File: src/rtl/apb_master_bridge.sv
// apb_master_bridge: single-outstanding CPU request/response port to APB.
// Decodes the slave index from the address, runs the APB SETUP/ACCESS
// handshake with per-slave psel, tolerates wait states up to TIMEOUT and
// returns a one-cycle response carrying read data or an error.
module apb_master_bridge #(
    parameter int unsigned             ADDR_WIDTH = 32,
    parameter int unsigned             DATA_WIDTH = 32,
    parameter int unsigned             NUM_SLAVES = 4,
    parameter int unsigned             SEL_LSB    = 12,
    parameter logic [ADDR_WIDTH-1:0]   BASE_ADDR  = 32'h4000_0000,
    parameter int unsigned             TIMEOUT    = 255
) (
    input  logic                             clk_i,
    input  logic                             reset_i,
    input  logic                             req_valid_i,
    output logic                             req_ready_o,
    input  logic [ADDR_WIDTH-1:0]            req_addr_i,
    input  logic                             req_write_i,
    input  logic [DATA_WIDTH-1:0]            req_wdata_i,
    output logic                             rsp_valid_o,
    output logic [DATA_WIDTH-1:0]            rsp_rdata_o,
    output logic                             rsp_err_o,
    output logic [ADDR_WIDTH-1:0]            paddr_o,
    output logic [NUM_SLAVES-1:0]            psel_o,
    output logic                             penable_o,
    output logic                             pwrite_o,
    output logic [DATA_WIDTH-1:0]            pwdata_o,
    input  logic [NUM_SLAVES*DATA_WIDTH-1:0] prdata_i,
    input  logic [NUM_SLAVES-1:0]            pready_i,
    input  logic [NUM_SLAVES-1:0]            pslverr_i
);

    localparam int unsigned IDX_W   = $clog2(NUM_SLAVES);
    localparam int unsigned TAG_LSB = SEL_LSB + IDX_W;

    localparam logic [1:0] ST_IDLE   = 2'd0;
    localparam logic [1:0] ST_SETUP  = 2'd1;
    localparam logic [1:0] ST_ACCESS = 2'd2;
    localparam logic [1:0] ST_RESP   = 2'd3;

    logic [1:0]            state;
    logic [IDX_W-1:0]      idx;
    logic [7:0]            wait_cnt;

    logic [IDX_W-1:0]      req_idx;
    logic [NUM_SLAVES-1:0] req_onehot;
    logic                  decode_hit;

    logic                  sel_ready;
    logic                  sel_err;
    logic [DATA_WIDTH-1:0] sel_rdata;

    assign req_ready_o = (state == ST_IDLE);
    assign req_idx     = req_addr_i[SEL_LSB +: IDX_W];
    assign req_onehot  = {{(NUM_SLAVES-1){1'b0}}, 1'b1} << req_idx;
    assign decode_hit  = (req_addr_i[ADDR_WIDTH-1:TAG_LSB] == BASE_ADDR[ADDR_WIDTH-1:TAG_LSB]);

    // Route only the latched slave's ready/error/data back to the FSM.
    always_comb begin
        sel_ready = 1'b0;
        sel_err   = 1'b0;
        sel_rdata = '0;
        for (int unsigned k = 0; k < NUM_SLAVES; k++) begin
            if (idx == IDX_W'(k)) begin
                sel_ready = pready_i[k];
                sel_err   = pslverr_i[k];
                sel_rdata = prdata_i[k*DATA_WIDTH +: DATA_WIDTH];
            end
        end
    end

    // Transaction FSM; every APB and response output is registered here.
    always_ff @(posedge clk_i) begin
        if (reset_i) begin
            state       <= ST_IDLE;
            idx         <= '0;
            wait_cnt    <= '0;
            psel_o      <= '0;
            penable_o   <= 1'b0;
            paddr_o     <= '0;
            pwrite_o    <= 1'b0;
            pwdata_o    <= '0;
            rsp_valid_o <= 1'b0;
            rsp_rdata_o <= '0;
            rsp_err_o   <= 1'b0;
        end else begin
            rsp_valid_o <= 1'b0;
            case (state)
                ST_IDLE: begin
                    if (req_valid_i) begin
                        if (decode_hit) begin
                            idx       <= req_idx;
                            paddr_o   <= req_addr_i;
                            pwrite_o  <= req_write_i;
                            pwdata_o  <= req_wdata_i;
                            psel_o    <= req_onehot;
                            penable_o <= 1'b0;
                            state     <= ST_SETUP;
                        end else begin
                            // Unmapped address: answer immediately, bus untouched.
                            rsp_valid_o <= 1'b1;
                            rsp_err_o   <= 1'b1;
                            rsp_rdata_o <= '0;
                            state       <= ST_RESP;
                        end
                    end
                end
                ST_SETUP: begin
                    penable_o <= 1'b1;
                    wait_cnt  <= '0;
                    state     <= ST_ACCESS;
                end
                ST_ACCESS: begin
                    if (sel_ready) begin
                        // pready takes priority over a timeout on the same cycle.
                        psel_o      <= '0;
                        penable_o   <= 1'b0;
                        rsp_valid_o <= 1'b1;
                        rsp_err_o   <= sel_err;
                        rsp_rdata_o <= (pwrite_o || sel_err) ? '0 : sel_rdata;
                        state       <= ST_RESP;
                    end else if (wait_cnt == 8'(TIMEOUT)) begin
                        psel_o      <= '0;
                        penable_o   <= 1'b0;
                        rsp_valid_o <= 1'b1;
                        rsp_err_o   <= 1'b1;
                        rsp_rdata_o <= '0;
                        state       <= ST_RESP;
                    end else begin
                        wait_cnt <= wait_cnt + 8'd1;
                    end
                end
                ST_RESP: begin
                    state <= ST_IDLE;
                end
                default: begin
                    state <= ST_IDLE;
                end
            endcase
        end
    end

endmodule

File: config.mk
export PLATFORM = sky130hd
export DESIGN_NAME = apb_master_bridge
export DESIGN_NICKNAME = d
export VERILOG_FILES = /design/src/rtl/apb_master_bridge.sv
export SDC_FILE = /design/constraint.sdc
export NUM_CORES = 1
export LEC_CHECK = 0
export CORE_AREA = 2 2 122 124
export CTS_CLUSTER_DIAMETER = 200
export CTS_CLUSTER_SIZE = 20
export DETAILED_ROUTE_END_ITERATION = 10
export DIE_AREA = 0 0 124 126
export DONT_BUFFER_PORTS = 1
export GPL_TIMING_DRIVEN = 0
export PLACE_DENSITY_LB_ADDON = 0.3
export REMOVE_ABC_BUFFERS = 1
export SLEW_MARGIN = 20
export SYNTH_ARGS = -nofsm -noshare
export SYNTH_HDL_FRONTEND = slang
export SYNTH_SLANG_ARGS = --single-unit
File: constraint.sdc
create_clock -name clk_i -period 5.78 [get_ports clk_i]
set_clock_uncertainty 0.15 [all_clocks]
set_input_delay 1.445 -clock clk_i [delete_from_list [all_inputs] [get_ports clk_i]]
set_output_delay 1.445 -clock clk_i [all_outputs]
set_load 0.005 [all_outputs]
# --- After elaboration in Yosys (flattened, before gate mapping) ---
# Cells that the tools add are included.
totals:
  register_bits: 116
  input_bits: 204
  out_inout_bits: 105
  word_cells: 85
classes:
  n_addsub: 1
  eq_ne: 14
  n_shift: 1
  mux: 46
  n_reduce_logical: 12
op_table:
  columns: ["cell", "n"]
  rows:
  - ["32-bit 2-to-1 mux", 9]
  - ["32-bit one-hot mux with 2 select lines", 1]
  - ["1-bit 2-to-1 mux", 20]
  - ["18-bit by 17-bit == test with 1-bit output (second input constant)", 1]
  - ["4-bit 2-to-1 mux", 4]
  - ["8-bit 2-to-1 mux", 2]
  - ["8-bit one-hot mux with 2 select lines", 1]
  - ["4-bit AND reduction", 3]
  - ["8-bit by 1-bit adder with 8-bit output (second input constant)", 1]
  - ["2-bit == test (second input constant)", 4]
  - ["8-bit == test (second input constant)", 1]
  - ["2-bit 2-to-1 mux", 4]
  - ["2-bit != test (second input constant)", 4]
  - ["2-bit one-hot mux with 4 select lines", 1]
  - ["4-bit one-hot mux with 2 select lines", 1]
  - ["3-bit AND reduction", 2]
  - ["2-bit by 1-bit == test with 1-bit output (second input constant)", 2]
  - ["2-bit logical NOT", 2]
  - ["1-bit one-hot mux with 2 select lines", 2]
  - ["2-bit nonzero test", 2]
  - ["1-bit by 2-bit left shift with 4-bit output (first input constant)", 1]
  - ["3-bit != test (second input constant)", 1]
  - ["1-bit one-hot mux with 3 select lines", 1]
  - ["3-bit nonzero test", 1]
  - ["other kinds (3)", 3]

# --- Longest topological paths before layout ---
# Gate-level depths: netlist of the first run.
logic_depth:
  word_depth: 9
  depth_mapped: 8
  mapped_depth_nobuf: 7

# --- Worst setup path before layout of the first run ---
# Ideal clock, no wire load.
synth_timing:
  kind: "input port to flip-flop"
  from: "input port req_addr_i[31]"
  to: "register pwdata_o[0]"
  setup_ns: 0.132
  t_arrival_ns: 2.756
  t_required_ns: 5.498
  slack_ns: 2.742
  cell_stages: 7
  path_buffers: 2
  cell_sequence: "nor4_2 nand3_1 or3_1 buf_2 clkbuf_1 nand2_1 a21oi_1"
synth_between:
  elab_chain_cells: 2
synth_rtl:
  columns: ["item", "line_no", "text"]
  rows:
  - ["start: declaration", "17", "input logic [ADDR_WIDTH-1:0] req_addr_i,"]
  - ["18-bit by 17-bit == test with 1-bit output", "56", "assign decode_hit = (req_addr_i[ADDR_WIDTH-1:TAG_LSB] == BASE_ADDR[ADDR_WIDTH-1:TAG_LSB]);"]
  - ["3-bit AND reduction (no line)", null, null]
  - ["end signal: assignment", "95", "pwdata_o <= req_wdata_i;"]
  - ["end: declaration", "27", "output logic [DATA_WIDTH-1:0] pwdata_o,"]
# No other way between the ends.
# A chain may end at the register's enable or synchronous reset.

# --- Final worst setup path of the first run ---
layout_timing:
  from: "input port req_addr_i[31]"
  to: "register psel_o[0]"
layout_between:
  elab_chain_cells: 3
layout_rtl:
  columns: ["item", "line_no", "text"]
  rows:
  - ["18-bit by 17-bit == test with 1-bit output", "56", null]
  - ["2-bit by 1-bit != test with 1-bit output (no line)", null, null]
  - ["4-bit AND reduction (no line)", null, null]
  - ["end signal: assignment", "96", "psel_o <= req_onehot;"]
  - ["end: declaration", "24", "output logic [NUM_SLAVES-1:0] psel_o,"]
# No other way between the ends.

==> reports/qor.yml, run 1 <==
status:
  status: "completed"
timing:
  setup_ws_ns: 2.52
  fin_crit_ns: 3.26
  fin_crit_sh: 0.564
  setup_viol: 0
  grt_setup_unrepaired: "false"
  tightest_slew_ns: 0.990
  hold_viol: 0
  maxSlewHeadroom: 0.339
  tns_ns: 0
  slew_violations: 0
  fmax_mhz: 307
grt:
  grt_usage: 0.188
  grt_pass1_vias: 4240
  grt_max_degree: 97
  antenna_found_initial: 0
  grt_pass1_wl_mm: 22.6
  grt-ovfl-total: 0
clock_network:
  cts_buffers: 17
  hold_buffers: 0
  postCtsSetupRepairBufs: 0
  cts_resized: 0
  root_buffer: "clkbuf_16"
  clkLatencyLatePin_ns: 0.41
  cts.clk_slew.worst_paths_ns: 0.06
  cts_max_path_buffers: 2
  cts_tree: "done"
  h-tree-depth: 4
  numClockSinks: 114
die:
  die-area_sq_mm: 0.0156
  dieHeight_microns: 126
  num_rows: 44
  ioPinCount: 309
  core_area_sq_mm: 0.0143
  dieWidth_microns: 124
  start_util: 0.367
worst_hold_path:
  worstHoldPathType: "reg2reg"
  min-delay-start: "paddr_o[6]$_SDFFE_PP0P_"
  hold_path_end: "paddr_o[6]$_SDFFE_PP0P_"
  holdPathStages: 2
placement:
  port_buffers: 0
  place_ws_ns: 2.13
  dp_hpwl_mm: 11.1
  gp_congestion: 0.845
critical_path:
  critPathLaunchType: "input pin"
  critPathMaxFanout: 47
  crit_buf_inv: 1
  crit_arrival_ns: 3.45
  r2r_setup_slack_ns: 2.95
  crit_chain: "nor4_2, nand3_1, or3_2, buf_12, or4_1, o2bb2ai_1"
  reg2reg_depth: 5
  crit_path_end_kind: "register"
  r2r_start: "paddr_o[12]$_SDFFE_PP0P_"
  slowest_stage: "or3_2"
  required_ns: 5.97
  r2r_end: "rsp_rdata_o[9]$_SDFFE_PP0P_"
  path_class: "in2reg"
  path_delay_family: "simple AND/OR/NAND/NOR gates"
  slowest_delay_ns: 0.54
synthesis:
  synth_warnings: 0
  yosysSeqAreaShare: 0.435
  ys_top_cells_by_area: "dfxtp_1, mux4_2, a21oi_1, nand2_1, nand4b_1"
  synth-edff-count: 0
  async_reset_ff_frac: 0
  netlist.top_cell.by_area: "dfxtp_1"
  synthCells: 554
  synth-main-ff-cell: "dfxtp_1"
  yosysUniqueCellTypes: 46
  syn-cell-area_sq_mm: 0.00525
  synth.avg_cell_area_sq_um: 9.48
  synth_seq_cells: 114
  synth_top_area_frac: 0.435
drt:
  drc: 0
  drtAntennaViolNets: 0
  dr_total_vias: 4262
  wl_mm: 15.3
  dr.pass1.iters: 4
  wl_per_cell_microns: 21.1
  drt_iter0_markers: 168
  viasPerCell: 5.86
finish:
  antenna_cells: 0
  synthToLayoutAreaGrowth_pct: 14.0
  layout_commonest_cell: "dfxtp_1"
  layout.cells.most_common_list: "dfxtp_1, nand2_1, a21oi_1"
  drive_gt1_frac: 0.153
  fin_nets: 739
pwr:
  peakVddDrop_mv: 0.198
  power.leakage_nw: 1.88
  powerDensity_mw_per_mm2: 372
  finalPower_mw: 2.23
job:
  drv_cap: 0
## logic make-up after synthesis
family,count (synthesis),synth area share
adders and majority gates,5,0.0119
muxes,36,0.147
AOI/OAI and AO/OA,147,0.155
buffers and inverters,51,0.0429
and+or+nand+nor,200,0.207
DFF,114,0.435
xor gates and xnor gates,1,0.00167
## area by class of cell
type,count,area (sq um)
well taps,184,230
multi-input cells,389,2770
inverters,3,11.3
flip-flops and latches,114,2290
clock buffers,17,425
fillers,1388,8330
repair buffers,5,93.8
clock inverters,15,171
## cell usage after synthesis, types with 7 or more instances
cell	count
a21oi_1	87
and2_1	18
buf_2	9
clkbuf_1	35
dfxtp_1	114
mux4_2	33
nand2_1	102
nand2b_1	7
nand4b_1	32
nor2_1	8
o21ai_0	28
o21ai_1	10
## how the worst max path moves through the flow
stage                     slack [ns]  depth (start not counted)            from                  endpoint
after floorplan                 1.40                          5  req_addr_i[31]  paddr_o[14]$_SDFFE_PP0P_
after global placement          0.35                          5  req_addr_i[31]  paddr_o[24]$_SDFFE_PP0P_
after detailed placement        2.13                          6  req_addr_i[31]    psel_o[0]$_SDFFE_PP0P_
after CTS                       2.56                          6  req_addr_i[31]    psel_o[0]$_SDFFE_PP0P_
after global routing            2.40                          6  req_addr_i[31]    psel_o[0]$_SDFFE_PP0P_
final                           2.52                          6  req_addr_i[31]    psel_o[0]$_SDFFE_PP0P_
## report_power, final
part | switching (mW) | internal, mW | leakage (nW) | total, mW
logic | 0.227 | 0.118 | 0.671 | 0.345
registers | 0.0185 | 0.809 | 0.920 | 0.827
clock network | 0.407 | 0.647 | 0.285 | 1.05
total | 0.652 | 1.57 | 1.88 | 2.23
## registers in the layout, summed over array words and instances (netlist names)
name and cells:
rsp_err_o 1, paddr_o 32, wait_cnt 8, pwrite_o 1, rsp_valid_o 1, penable_o 1, psel_o 4, state 2
rsp_rdata_o 32, pwdata_o 32
## layer usage
metal,part of all wire,up-vias,GRT usage
li1,-,1977,-
met1,0.36,2024,0.201
met4,0.021,0,0.0747
met2,0.51,238,0.337
met3,0.11,23,0.0620
met5,0,-,0
## stage by stage
stage	instances	area, sq um	hold slack, ns	utilization
after floorplan	506	5040	0.275	-
after global placement	690	5270	0.293	0.368
after detailed placement	695	5390	0.308	0.376
after CTS	727	5980	0.316	0.418
after global routing	727	5980	0.337	0.418
final	727	5980	0.319	0.418
## worst reg2reg max path, stage by stage, from the launching register on
cell,delay [ns]
dfxtp_4,0.77
mux4_2,0.67
a21oi_4,0.33
and2_4,0.51
o21ai_0,0.16
a21oi_1,0.16
Note: power is estimated with default switching activity, not from simulation.
==> run 2: changes to the inputs <==
clock period = 3.05 ns   (was 5.78 ns; I/O delays follow)
==> run 2 against run 1 <==
  * Worst setup slack got worse by 2.1 ns
  * First-iteration DRC count rose by 30%
  * Final area rose by 0.33%
  * Power rose by 89%
  * Routed wire length rose by 2.4%
  * Count of clock-buffer cells in the layout did not move
  * Critical endpoint is now state[1]$_SDFFE_PP0P_
  * Sequential power rose by 90%
  * Flip-flop and latch count did not move
  * Die area did not move
==> reports/qor.yml, run 2 (synthesized netlist as in run 1, its figures left out) <==
finish:
  nFillCells: 1388  # unchanged
  seq_area_sq_mm: 0.00229  # unchanged
  multi_input_area_sq_mm: 0.00277  # unchanged
  fin_nets: 740  # +0.14%
  layout_commonest_cell: "dfxtp_1"
  drive_gt1_frac: 0.154  # +0.00156
  synthToLayoutAreaGrowth_pct: 14.3
  layout.cells.most_common_list: "dfxtp_1, nand2_1, a21oi_1"
  reg.largest.list: "paddr_o: 32 flops, pwdata_o: 32 flops, rsp_rdata_o: 32 flops"
  final_cells: 728  # +0.14%
  fin_area_sq_mm: 0.00600  # +0.33%
  antenna_cells: 0  # unchanged
timing:
  fmax_mhz: 381
  tightest_slew_ns: 1.00  # +0.0143 ns
  setup_ws_ns: 0.422  # -2.10 ns
  setup_viol: 0  # unchanged
  maxSlewHeadroom: 0.330  # -0.00956
  fin_crit_sh: 0.861
  slew_violations: 0  # unchanged
  fin_crit_ns: 2.63
  hold_viol: 0  # unchanged
  grt_setup_unrepaired: "false"
grt:
  grt_pass1_wl_mm: 22.6  # unchanged
  grt-ovfl-total: 0  # unchanged
  antenna_found_initial: 0  # unchanged
  grt_max_degree: 97  # unchanged
  grt_pass1_vias: 4240  # unchanged
  grt_usage: 0.188  # unchanged
clock_network:
  h-tree-depth: 4  # unchanged
  hold_buffers: 0  # unchanged
  root_buffer: "clkbuf_16"
  numClockSinks: 114  # unchanged
  cts_tree: "done"
  cts.clk_slew.worst_paths_ns: 0.06  # about the same
  postCtsSetupRepairBufs: 0  # unchanged
  cts_resized: 0  # unchanged
  cts_buffers: 17  # unchanged
  cts_max_path_buffers: 2  # unchanged
  clkLatencyLatePin_ns: 0.40  # about the same
die:
  dieHeight_microns: 126  # unchanged
  num_rows: 44  # unchanged
  start_util: 0.367  # unchanged
  ioPinCount: 309  # unchanged
  core_area_sq_mm: 0.0143  # unchanged
  dieWidth_microns: 124  # unchanged
  die-area_sq_mm: 0.0156  # unchanged
placement:
  placed_cell_area_sq_mm: 0.00539  # unchanged
  gp_congestion: 0.845  # unchanged
  place_ws_ns: 0.0818  # -2.05 ns
  dp_hpwl_mm: 11.1  # unchanged
  port_buffers: 0  # unchanged
  dp_cells: 695  # unchanged
critical_path:
  crit_chain: "mux4_2, a21oi_4, and2_4, o21ai_0, a21oi_1"
  required_ns: 3.23  # -2.74 ns
  critPathMaxFanout: 39  # -17%
  slowest_delay_ns: 0.63  # +0.09 ns
  crit_arrival_ns: 2.81  # -0.64 ns
  reg2reg_depth: 5  # unchanged
  r2r_setup_slack_ns: 0.42  # -2.53 ns
  r2r_start: "paddr_o[12]$_SDFFE_PP0P_"
  path_class: "reg2reg"
  worstSetupStartpoint: "paddr_o[12]$_SDFFE_PP0P_"
  r2r_end: "state[1]$_SDFFE_PP0P_"
  slowest_stage: "dfxtp_4"
  crit_path_end_kind: "register"
  critPathLaunchType: "register"
pwr:
  powerDensity_mw_per_mm2: 702  # +89%
  peakVddDrop_mv: 0.378  # +90%
  power.leakage_nw: 1.88  # +0.43%
drt:
  viasPerCell: 5.89  # +0.47%
  drc: 0  # unchanged
  drtAntennaViolNets: 0  # unchanged
  wl_mm: 15.7  # +2.4%
  dr_total_vias: 4288  # +0.61%
  dr.pass1.iters: 4  # unchanged
  drt_iter0_markers: 218  # +30%
  wl_per_cell_microns: 21.5  # +2.2%
worst_hold_path:
  worstHoldPathType: "in2reg"
  hold_path_end: "rsp_rdata_o[25]$_SDFFE_PP0P_"
  holdPathStages: 1  # -1
  min-delay-start: "reset_i"
job:
  drv_cap: 0  # unchanged
status:
  status: "completed"
-- run 2: how the worst max path moves through the flow --
stage	endpoint	slack [ns]	cells past startpoint
2_1_floorplan	paddr_o[14]$_SDFFE_PP0P_	-0.64	5
3_3_place_gp	paddr_o[24]$_SDFFE_PP0P_	-1.70	5
3_5_place_dp	psel_o[0]$_SDFFE_PP0P_	0.08	6
4_1_cts	rsp_rdata_o[16]$_SDFFE_PP0P_	0.19	5
5_1_grt	rsp_rdata_o[20]$_SDFFE_PP0P_	0.21	5
6_report	state[1]$_SDFFE_PP0P_	0.42	5
-- run 2: where the power goes --
group | internal (mW) | switching, mW
clock network | 1.23 | 0.770
registers | 1.53 | 0.0353
logic | 0.223 | 0.431
total | 2.98 | 1.24
-- run 2: layout make-up --
cell class | instances | area share
clock inverters | 15 | 0.0285
flip-flops and latches | 114 | 0.381
multi-input cells | 389 | 0.461
repair buffers | 6 | 0.0190
well taps | 184 | 0.0383
clock buffers | 17 | 0.0708
inverters | 3 | 0.00188
-- run 2: routing by layer --
layer	routed length, microns	vias up	track usage
met1	5680	2045	0.201
met3	1590	20	0.0620
met5	0	-	0
li1	-	1981	-
met4	272	0	0.0747
met2	8140	242	0.337
-- run 2: stage by stage --
stage	hold slack (ns)	util	power (mW)	TNS, ns
6_report	0.277	0.419	4.22	0
5_1_grt	0.257	0.419	4.40	0
4_1_cts	0.250	0.418	4.27	0
3_5_place_dp	0.308	0.376	2.25	0
3_3_place_gp	0.293	0.368	2.17	-115.59
2_1_floorplan	0.275	-	2.01	-29.70
-- run 2: worst max-delay path, delay by kind of cell (launching register included) --
kind | cells | cell delay, ns
simple gates | 1 | 0.51
mux | 1 | 0.60
compound gates | 3 | 0.65
flops | 1 | 0.63
